File: src/rtl/run_length_scanner.sv
// ---------------------------------------------------------------------------
// run_length_scanner
//   Streaming run-length detector. Each accepted WIDTH-bit word is scanned
//   MSB-first for the first bit that differs from the run's leading bit. A run
//   may span any number of words. When the terminating bit is found, the total
//   run length and the position of that bit within the final word are
//   presented on a valid/ready output.
//
// Optional feature macro: RUN_LEN_SATURATE_EN
//   If defined, the accumulator and out_len saturate at 2^COUNT_W-1 instead of
//   wrapping. An extra output out_sat flags a result whose run saturated.
//
// Ports:
//   clk        clock
//   rst        synchronous reset, active-high
//   in_data    input word, bit WIDTH-1 is scanned first
//   in_lead    leading-bit value, sampled only on the first word of a run
//   in_valid   in_data/in_lead are valid
//   in_ready   a word is accepted this cycle when in_valid is also high
//   flush      abandon the run in progress
//   out_len    total run length in bits
//   out_pos    index from the MSB of the terminating bit in the final word
//   out_valid  out_len/out_pos are valid
//   out_sat    (RUN_LEN_SATURATE_EN only) the run saturated
//   out_ready  downstream accepts the result
//
// States:
//   IDLE  | no run open
//   ACCUM | run open, at least one all-leading word consumed
// ---------------------------------------------------------------------------
module run_length_scanner #(
  parameter int WIDTH   = 32,
  parameter int COUNT_W = 16,
  parameter int POS_W   = $clog2(WIDTH)
) (
  input  logic               clk,
  input  logic               rst,
  input  logic [WIDTH-1:0]   in_data,
  input  logic               in_lead,
  input  logic               in_valid,
  output logic               in_ready,
  input  logic               flush,
  output logic [COUNT_W-1:0] out_len,
  output logic [POS_W-1:0]   out_pos,
  output logic               out_valid,
`ifdef RUN_LEN_SATURATE_EN
  output logic               out_sat,
`endif
  input  logic               out_ready
);

  localparam logic [0:0] ST_IDLE  = 1'b0;
  localparam logic [0:0] ST_ACCUM = 1'b1;

  logic [0:0]         r_state;
  logic [COUNT_W-1:0] r_acc;
  logic               r_lead_q;
  logic [COUNT_W-1:0] r_out_len;
  logic [POS_W-1:0]   r_out_pos;
  logic               r_out_valid;

  logic               w_lead;
  logic [WIDTH-1:0]   w_diff;
  logic               w_found;
  logic [POS_W-1:0]   w_pos;
  logic               w_accept;
  logic [COUNT_W:0]   w_sum_word;
  logic [COUNT_W:0]   w_sum_len;
  logic [COUNT_W-1:0] w_acc_next;
  logic [COUNT_W-1:0] w_len_next;

  assign w_lead   = (r_state == ST_IDLE) ? in_lead : r_lead_q;
  assign w_diff   = in_data ^ {WIDTH{w_lead}};
  assign in_ready = !flush && (!r_out_valid || out_ready);
  assign w_accept = in_valid && in_ready;

  // Priority scan from the MSB: the first differing bit wins.
  always_comb begin
    w_found = 1'b0;
    w_pos   = '0;
    for (int i = 0; i < WIDTH; i++) begin
      if (!w_found && w_diff[WIDTH-1-i]) begin
        w_found = 1'b1;
        w_pos   = POS_W'(i);
      end
    end
  end

  // One extra bit on each sum exposes the carry for saturation.
  assign w_sum_word = {1'b0, r_acc} + (COUNT_W+1)'(WIDTH);
  assign w_sum_len  = {1'b0, r_acc} + (COUNT_W+1)'(w_pos);

`ifdef RUN_LEN_SATURATE_EN
  logic r_sat_acc;
  logic r_out_sat;

  assign w_acc_next = w_sum_word[COUNT_W] ? {COUNT_W{1'b1}} : w_sum_word[COUNT_W-1:0];
  assign w_len_next = w_sum_len[COUNT_W]  ? {COUNT_W{1'b1}} : w_sum_len[COUNT_W-1:0];
  assign out_sat    = r_out_sat;

  always_ff @(posedge clk) begin
    if (rst) begin
      r_sat_acc <= 1'b0;
      r_out_sat <= 1'b0;
    end else begin
      if (r_out_valid && out_ready) begin
        r_out_sat <= 1'b0;
      end
      if (flush) begin
        r_sat_acc <= 1'b0;
      end else if (w_accept) begin
        if (w_found) begin
          r_out_sat <= r_sat_acc || w_sum_len[COUNT_W];
          r_sat_acc <= 1'b0;
        end else begin
          r_sat_acc <= r_sat_acc || w_sum_word[COUNT_W];
        end
      end
    end
  end
`else
  assign w_acc_next = w_sum_word[COUNT_W-1:0];
  assign w_len_next = w_sum_len[COUNT_W-1:0];
`endif

  always_ff @(posedge clk) begin
    if (rst) begin
      r_state     <= ST_IDLE;
      r_acc       <= '0;
      r_lead_q    <= 1'b0;
      r_out_len   <= '0;
      r_out_pos   <= '0;
      r_out_valid <= 1'b0;
    end else begin
      if (r_out_valid && out_ready) begin
        r_out_valid <= 1'b0;
      end
      if (flush) begin
        r_acc   <= '0;
        r_state <= ST_IDLE;
      end else if (w_accept) begin
        if (r_state == ST_IDLE) begin
          r_lead_q <= in_lead;
        end
        if (w_found) begin
          // A new result overrides the drain clear above.
          r_out_valid <= 1'b1;
          r_out_len   <= w_len_next;
          r_out_pos   <= w_pos;
          r_acc       <= '0;
          r_state     <= ST_IDLE;
        end else begin
          r_acc   <= w_acc_next;
          r_state <= ST_ACCUM;
        end
      end
    end
  end

  assign out_len   = r_out_len;
  assign out_pos   = r_out_pos;
  assign out_valid = r_out_valid;

endmodule

File: config.mk
export PLATFORM = sky130hd
export DESIGN_NAME = run_length_scanner
export DESIGN_NICKNAME = d
export VERILOG_FILES = /design/src/rtl/run_length_scanner.sv
export SDC_FILE = /design/constraint.sdc
export NUM_CORES = 1
export LEC_CHECK = 0
export BUFFER_PORTS_ARGS = -buffer_cell sky130_fd_sc_hd__buf_4
export CAP_MARGIN = 10
export CORE_MARGIN = 2
export CORE_UTILIZATION = 41
export DETAILED_ROUTE_END_ITERATION = 10
export SLEW_MARGIN = 20
export SYNTH_ARGS = -nofsm -noshare
export SYNTH_HDL_FRONTEND = slang
export SYNTH_SLANG_ARGS = --single-unit
File: constraint.sdc
create_clock -name clk -period 3.5 [get_ports clk]
set_input_delay 0.7 -clock clk [delete_from_list [all_inputs] [get_ports clk]]
set_output_delay 0.7 -clock clk [all_outputs]
set_load 0.1 [all_outputs]
==> results.ini, run 1 <==
[critical_path]
critPathMaxStageDelay_ns=0.45
worstSetupStartpointType=input port
cp_max_fo=21
r2r-start=r_state
critical_path_class=in -> reg
cp_cell_sequence=buf_4 -> mux2_1 -> buf_4 -> nor4_4 -> a2bb2oi_4 -> nand4_1 -> and2_1 -> or3_1 -> nor2_1
endpoint_kind=flip-flop
cp.buffers_inverters=2
cp.depth=9
worst_r2r_endpoint=r_acc[8]
arrival_ns=3.22
required_ns=3.72
crit_family=simple AND/OR/NAND/NOR gates
worstRegToRegCells=8
reg2reg_slack_ns=0.55
slowest_stage=or3_1
cp_common_cell=buf_4

[floorplan]
pin_count=61
die_area_sq_um=6720
dieWidth_um=82.0
die_h_um=82.0
start_util_pct=42.4
rows=28
core-area_sq_um=5890

[logic_synthesis]
synth_nets=373
async_flop_share_pct=0
synth_seq_cells=34
synth-simple-area-share_pct=32.7
yosysUniqueCellTypes=60
synth.avg_cell_area_sq_um=7.49
synth_top_area_share_pct=27.3
synth-xor-area-share_pct=4.56
synth_largest_area_cell=dfxtp_1
synth_enable_flop_cells=0
synth_mux_area_share_pct=3.41
synth_top_family_by_area=simple AND/OR/NAND/NOR gates
yosys.area_share.adder_pct=1.00
synth_compound_area_share_pct=25.9
synth_most_common_cell=nor2_1
synthTopCellsByCount=nor2_1 (47), nand2_1 (35), dfxtp_1 (34)
synthTopCellsByArea=dfxtp_1 (27%), nor2_1 (7.1%), nand2_1 (5.3%)
synthCells=333
seq_area_frac_synth_pct=27.3
syn-cell-area_sq_um=2490
ys_warn_count=0
synth-main-ff-cell=dfxtp_1

[sta]
worstMarginPinSlew_ns=0.610
drv_slew=0
period_needed_ns=3.00
max_slew_margin_pct=58.3
fmax_mhz=334
finalCritPeriodShare_pct=85.6
setup_viol=0
rsz0062_at_grt=false
skew_ns=0.00253
hold_violations=0
finalSetupTns_ns=0

[drt]
avgRoutedWirePerCell_um=13.9
num_vias=2608
postRouteAntennaNets=0
wirelength_mm=6.44
drt_iter0_drc=123
first_pass_iters=4
post-route-drc-count=0
vias_per_cell=5.61

[global_route]
gr-usage-met1_pct=29.4
grt_pass1_vias=2202
top_usage_layer=met2
gr-usage-met2_pct=30.2
grt_first_pass_wirelength_mm=10.4
grt_util_met3_pct=4.07
grt_max_degree=30
antenna_found_initial=0
gr-total-overflow=0
groute.usage.overall_pct=20.1

[cells_and_area]
drive_gt1_share_pct=22.3
post-route-util_pct=53.1
antenna_cells=0
fillers=598
postLayoutCellArea_sq_um=3120
fin_nets=429
areaGrowthSynthToFinish_pct=25.2

[pwr]
totalPowerFinal_mw=1.01
irDropWorstVdd_mv=0.219
power_density_nw_per_um2=323
power_leakage_nw=1.14

[run_status]
status=finished clean

[hold_path]
holdPathStages=2
min_to=out_len[9]
hp-class=reg -> reg
min_from=out_len[9]

[placement]
place_area_sq_um=3010
portBuffers=60
place_hpwl_mm=4.93
place_congestion=0.794

[cts]
cts-root-buf=clkbuf_8
post_cts_resize_count=0
clock_tree.buffer_depth=2
tritoncts=yes
post_cts_buffers=0
cts_inserted_buffers=5
clk_latency_ns=0.29
cts_num_sinks=34
cts_hold_buffers=0
h-tree-depth=2
clk_pin_slew_ns=0.07

[job]
drv_cap=0

[routing by layer]
metal	part of all wire, %	up-vias
li1	-	1356
met1	51	1180
met2	43	65
met3	5.4	7
met4	0.92	0
met5	0	-
[per-stage QoR]
| stage | hold slack [ns] | worst slack, ns | instances |
|---|---|---|---|
| final | 0.457 | 0.505 | 465 |
| after global routing | 0.484 | 0.263 | 465 |
| after CTS | 0.462 | 0.503 | 465 |
| after detailed placement | 0.452 | 0.216 | 457 |
| after global placement | 0.443 | 0.242 | 457 |
| after floorplan | 0.444 | 0.0346 | 333 |
[flip-flops by register name, summed over array words and instances, names as in the netlist]
name and flops:
out_valid 1, out_pos 4, r_lead_q 1, r_acc 11
r_state 1, out_len 16
[power by group]
part,switching (mW),internal (mW)
sequential,0.00690,0.398
combinational,0.181,0.0846
clock,0.139,0.199
[worst max path at each step]
| stage | start | endpoint | slack (ns) |
|---|---|---|---|
| floorplan | out_valid | out_len[4] | 0.03 |
| global placement | in_lead | r_acc[15] | 0.24 |
| detailed placement | in_lead | r_acc[7] | 0.22 |
| CTS | in_lead | r_acc[8] | 0.50 |
| global route | in_lead | r_acc[9] | 0.26 |
| finish | in_lead | r_acc[8] | 0.50 |
[cell families (layout without fill, tap and decap cells)]
logic type,Yosys count,in the layout
other,1,1
xor gates and xnor gates,13,13
buffers and inverters,31,88
muxes,7,7
adders and majority gates,2,2
and+or+nand+nor,160,160
DFF,34,34
AOI/OAI and AO/OA,85,85
[area by class of cell]
class	count	area [sq um]	area share, %
Timing Repair Buffer	66	495	15.9
Multi-Input combinational cell	268	1690	54.1
Inverter	14	52.6	1.68
Tap cell	75	93.8	3.00
Sequential cell	34	681	21.8
Clock buffer	8	110	3.53
[layout by cell type (no fill, tap or decap), drive strengths merged, types with 2 or more instances in the layout]
master    n
a2111oi   7
a211oi   11
a21o      2
a21oi    20
a221oi    6
a22oi     2
a2bb2oi   3
a311oi    4
a31oi     3
and2      5
and3      6
buf      66
clkbuf    8
dfxtp    34
ha        2
inv      14
mux2      2
mux2i     5
nand2    35
nand3    12
nand4    14
nor2     47
nor2b     3
nor3     15
nor4      4
o211ai    2
o21ai    13
o22ai     2
o41ai     3
or3       5
or4       7
xnor2     7
xor2      6
[tightest hold or removal path, delay by kind of cell, from the launching register on]
family | cells | cell delay, ns
and+or+nand+nor | 1 | 0.05
DFF | 1 | 0.31
AOI/OAI and AO/OA | 1 | 0.05
(Power assumes the default switching activity.)
==> run 2: changes to the inputs <==
==> constraint.sdc (replaced) <==
create_clock -name clk -period 3 [get_ports clk]
set_input_delay 0.6 -clock clk [delete_from_list [all_inputs] [get_ports clk]]
set_output_delay 0.6 -clock clk [all_outputs]
set_load 0.1 [all_outputs]
==> run 2 against run 1 <==
  * Non-clock buffer count grew 8
  * Worst setup slack got worse by 0.29 ns
  * Highest routed layer unchanged
  * Total power increased by 8.6%
  * Count of clock-buffer cells in the layout fell by 1
  * Global-route usage decreased by 0.078 points
  * Hold slack worse by 0.0010 ns
  * Clock power shrank 8.0%
==> results.ini, run 2 (same netlist as run 1, synthesis figures left out) <==
[run_status]
status=finished clean

[cells_and_area]
fillers=613
largest_reg_flops=16
postLayoutCellArea_sq_um=3150
drive_gt1_share_pct=23.4
final_common_cell=buf_4
areaGrowthSynthToFinish_pct=26.3
layout_common_cells=buf_4 (74), nor2_1 (46), nand2_1 (35)
antenna_cells=0
post-route-util_pct=53.6
fin_nets=437

[cts]
cts_num_sinks=34
cts_inserted_buffers=5
clk_latency_ns=0.28
cts_hold_buffers=0
post_cts_resize_count=0
tritoncts=yes
h-tree-depth=2
clk_pin_slew_ns=0.07
clock_tree.buffer_depth=2
post_cts_buffers=0
cts-root-buf=clkbuf_8

[hold_path]
holdPathStages=2
hp-class=reg -> reg

[drt]
drt_iter0_drc=97
dr_wl_met3_um=314
first_pass_iters=4
wirelength_mm=6.49
avgRoutedWirePerCell_um=13.7
num_vias=2645
postRouteAntennaNets=0
maxUsedRoutingLayer=met4
post-route-drc-count=0
met2_length_mm=2.85
drt-met1-wl_mm=3.26
vias_per_cell=5.60

[floorplan]
dieWidth_um=82.0
rows=28
core-area_sq_um=5890
die_h_um=82.0
pin_count=61
start_util_pct=42.4
die_area_sq_um=6720

[global_route]
grt_first_pass_wirelength_mm=10.6
grt_pass1_vias=2373
gr-total-overflow=0
groute.usage.overall_pct=20.0
antenna_found_initial=0
grt_max_degree=30

[placement]
place_congestion=0.787
portBuffers=60
place_area_sq_um=3080
place_hpwl_mm=5.03
dp_slack_ns=-0.0308

[sta]
holdWs_ns=0.456
finalCritPeriodShare_pct=92.8
fmax_mhz=359
max_slew_margin_pct=58.5
period_needed_ns=2.78
rsz0062_at_grt=false
worstMarginPinSlew_ns=0.607
skew_ns=0.00568
drv_slew=0
finalWorstSetupSlack_ns=0.217
finalSetupTns_ns=0
hold_violations=0
setup_viol=0

[pwr]
irDropWorstVdd_mv=0.281
power_density_nw_per_um2=348
power_leakage_nw=1.16

[critical_path]
worstSetupStartpointType=flip-flop
worstRegToRegCells=10
endpoint_kind=flip-flop
arrival_ns=2.95
cp_max_fo=7
critical_path_class=reg -> reg
required_ns=3.16

[job]
drv_cap=0

==> run 2: through the flow <==
| stage | power [mW] | instances |
|---|---|---|
| after floorplan | 0.686 | 333 |
| after global placement | 0.793 | 465 |
| after detailed placement | 0.794 | 465 |
| after CTS | 1.10 | 472 |
| after global routing | 1.15 | 472 |
| final | 1.10 | 472 |
==> run 2: critical path, cell delays in order (launching register included) <==
cell and delay [ns]:
dfxtp_1 0.41, mux2_1 0.45, mux2_1 0.28, a21oi_1 0.09
a22oi_1 0.21, a21oi_1 0.10, a2111oi_0 0.58, inv_1 0.11
ha_1 0.32, nand2_1 0.06, a21oi_1 0.05
==> run 2: where the power goes <==
group | switching [mW] | internal, mW | leakage (nW)
Clock | 0.151 | 0.160 | 0.0383
Sequential | 0.00758 | 0.464 | 0.276
Combinational | 0.212 | 0.101 | 0.848
Total | 0.371 | 0.725 | 1.16
==> run 2: path summary, 6_finish.rpt <==
kind	from	to	slack, ns
setup / recovery	r_state	out_len[1]	0.22
hold / removal	out_len[7]	out_len[7]	0.46
setup reg to reg	r_state	out_len[1]	0.22
hold reg to reg	out_len[7]	out_len[7]	0.46
==> run 2: area by class of cell <==
type / count / area [sq um] / area share (%)
inverter: 14 / 52.6 / 1.67
multi-input combinational: 268 / 1690 / 53.7
clock buffer: 7 / 76.3 / 2.42
tap: 75 / 93.8 / 2.98
timing repair buffer: 74 / 556 / 17.6
sequential: 34 / 681 / 21.6
==> run 2: metal layers <==
metal  GRT usage, %  vias up
met5              0        -
met4           3.50        0
met3           3.85        9
met2           31.4       64
met1           28.8     1198
li1               -     1374
==> run 3: changes to the inputs <==
--- a/config.mk
+++ b/config.mk
@@ -5,6 +5,7 @@
 export SDC_FILE = /design/constraint.sdc
 export NUM_CORES = 1
 export LEC_CHECK = 0
+export ABC_AREA = 1
 export BUFFER_PORTS_ARGS = -buffer_cell sky130_fd_sc_hd__buf_4
 export CAP_MARGIN = 10
 export CORE_MARGIN = 2
==> run 3 against run 2 <==
  * The flow now finishes with violations (setup timing)
  * Fmax fell by 19%
  * Final cell count grew 17%
  * Global-route usage increased by 1.6 points
  * Die area shrank 0.33%
  * Combinational power increased by 60%
  * Sequential share of layout area fell by 4.4 points
  * Sequential power grew 2%
  * Via count up 3.4%
  * Synthesized area is 0.35% lower
  * Core utilization rose by 14 points
  * First-iteration DRC count increased by 25%
  * Critical endpoint is now r_acc[10]
==> results.ini, run 3 <==
[run_status]
status=complete, but fails checks
violations=setup timing

[drt]
avgRoutedWirePerCell_um=13.0
vias_per_cell=4.97
post-route-drc-count=0
postRouteAntennaNets=0
drt_iter0_drc=121
num_vias=2736
first_pass_iters=5
wirelength_mm=7.16

[sta]
drv_slew=0
rsz0062_at_grt=true
worstMarginPinSlew_ns=0.738
hold_violations=0
skew_ns=0.00703
fmax_mhz=291
finalCritPeriodShare_pct=115
setup_viol=33
max_slew_margin_pct=50.7
period_needed_ns=3.44
finalWorstSetupSlack_ns=-0.439

[critical_path]
slowest_stage=dfxtp_4
cp_common_cell=nor2_4
worstSetupStartpointType=flip-flop
cp.buffers_inverters=3
r2r-start=r_state
arrival_ns=3.64
critPathLaunch=r_state
required_ns=3.20
cp_max_fo=8
critPathMaxStageDelay_ns=0.37
crit_family=simple AND/OR/NAND/NOR gates
endpoint_kind=flip-flop
critical_path_class=reg -> reg

[cells_and_area]
final_common_cell=buf_4
layout_common_cells=buf_4 (123), inv_1 (50), nand2_1 (39)
fin_nets=515
drive_gt1_share_pct=46.6
post-route-util_pct=67.7
areaGrowthSynthToFinish_pct=60.3
antenna_cells=0
postLayoutCellArea_sq_um=3990
largest_reg_flops=16
fillers=496

[floorplan]
die_h_um=81.9
pin_count=61
start_util_pct=42.2
die_area_sq_um=6700
core-area_sq_um=5890
dieWidth_um=81.9
rows=28

[pwr]
power_leakage_nw=1.78
irDropWorstVdd_mv=0.342
power_density_nw_per_um2=351

[logic_synthesis]
seq_area_frac_synth_pct=27.4
synthTopCellsByCount=inv_1 (50), nand2_1 (50), dfxtp_1 (34)
synth_seq_cells=34
synthTopCellsByArea=dfxtp_1 (27%), xor2_1 (8.1%), inv_1 (7.5%)
syn-cell-area_sq_um=2490
async_flop_share_pct=0
synth_enable_flop_cells=0
synthCells=342
synth_nets=382
synth-main-ff-cell=dfxtp_1
synth_top_area_share_pct=27.4
ys_warn_count=0
yosysUniqueCellTypes=41
synth_largest_area_cell=dfxtp_1
synth.avg_cell_area_sq_um=7.27

[global_route]
gr-total-overflow=0
grt_first_pass_wirelength_mm=11.4
grt_pass1_vias=2563
antenna_found_initial=0
groute.usage.overall_pct=21.6
grt_max_degree=19

[placement]
portBuffers=60
place_hpwl_mm=4.90
place_congestion=0.813
place_area_sq_um=3410

[cts]
cts-root-buf=clkbuf_8
cts_num_sinks=34
clock_tree.buffer_depth=2
clk_pin_slew_ns=0.07
cts_inserted_buffers=5
clk_latency_ns=0.29
tritoncts=yes
h-tree-depth=2

[hold_path]
hp-class=reg -> reg
min_from=out_pos[3]

[job]
drv_cap=0

## run 3: metrics by stage
stage | hold WS [ns] | power [mW] | worst slack [ns] | std cells | setup TNS, ns
global route | 0.495 | 1.46 | -0.765 | 551 | -22.76
finish | 0.477 | 1.40 | -0.439 | 551 | -12.25
detailed placement | 0.458 | 0.942 | -0.701 | 513 | -20.71
global placement | 0.452 | 0.940 | -0.572 | 513 | -16.77
floorplan | 0.456 | 0.776 | -0.254 | 342 | -5.80
CTS | 0.469 | 1.38 | -0.341 | 542 | -9.66
## run 3: power by group
group | leakage [nW] | total (mW) | switching [mW] | internal [mW]
Sequential | 0.278 | 0.481 | 0.0138 | 0.467
Combinational | 1.45 | 0.502 | 0.305 | 0.197
Clock | 0.0524 | 0.414 | 0.166 | 0.249
Total | 1.78 | 1.40 | 0.485 | 0.912
## run 3: worst reg2reg max path, cell delays in order (launching register included)
cell and delay, ns:
dfxtp_4 0.37, inv_4 0.08, nand2_8 0.07, nand2_8 0.11, nand2_2 0.05, nand2_1 0.08, nand2_2 0.08, nor2_4 0.12
nand4_4 0.13, nor2_4 0.11, nand4_1 0.15, nor2_2 0.15, nand4_1 0.13, nor2_2 0.15, nand4_2 0.11, nor2_2 0.13
nand4_2 0.10, nor2_2 0.13, nand4_2 0.11, nor2_4 0.12, nand2_2 0.07, nor2_4 0.09, nand2_2 0.08, nor2_4 0.11
nor2_4 0.09, buf_12 0.18, buf_8 0.12, a211oi_2 0.14
## run 3: cells by family after synthesis
family / share of synthesized area, %
flip-flops: 27.4
AND/OR/NAND/NOR: 31.8
adder cells (fa/ha/maj): 1.01
XOR/XNOR: 12.4
other: 0.151
AO/OA/AOI/OAI: 16.1
buffers and inverters: 11.2
## run 3: worst paths after layout
path / end / slack, ns / cells after the start
worst min register to register: out_pos[3] / 0.48 / 2
worst max-delay path: r_acc[10] / -0.44 / 27
worst max register to register: r_acc[10] / -0.44 / 27
worst min-delay path: out_pos[3] / 0.48 / 2
## run 3: final cells by class
cell class	instances	area [sq um]	share of cell area [%]
inverter	53	204	5.12
clock inverter	1	30.0	0.754
sequential	34	684	17.2
multi-input combinational	244	1760	44.2
tap	75	93.8	2.35
clock buffer	7	76.3	1.92
timing repair buffer	137	1140	28.5
## run 3: repair_timing
item                       4_1_cts  5_1_grt
hold buffers                     0        0
setup endpoints to repair       33       33
buffers inserted                20        9
cloned                           1        1
gates resized for setup         27       32
pin swaps                        9       13
## run 3: per-layer routing
layer,GRT usage (%),vias to the layer above,share of wire (%)
met1,27.3,1263,44
met3,3.52,15,2.8
li1,-,1402,-
met4,6.33,0,1.9
met2,37.7,56,51
met5,0,-,0
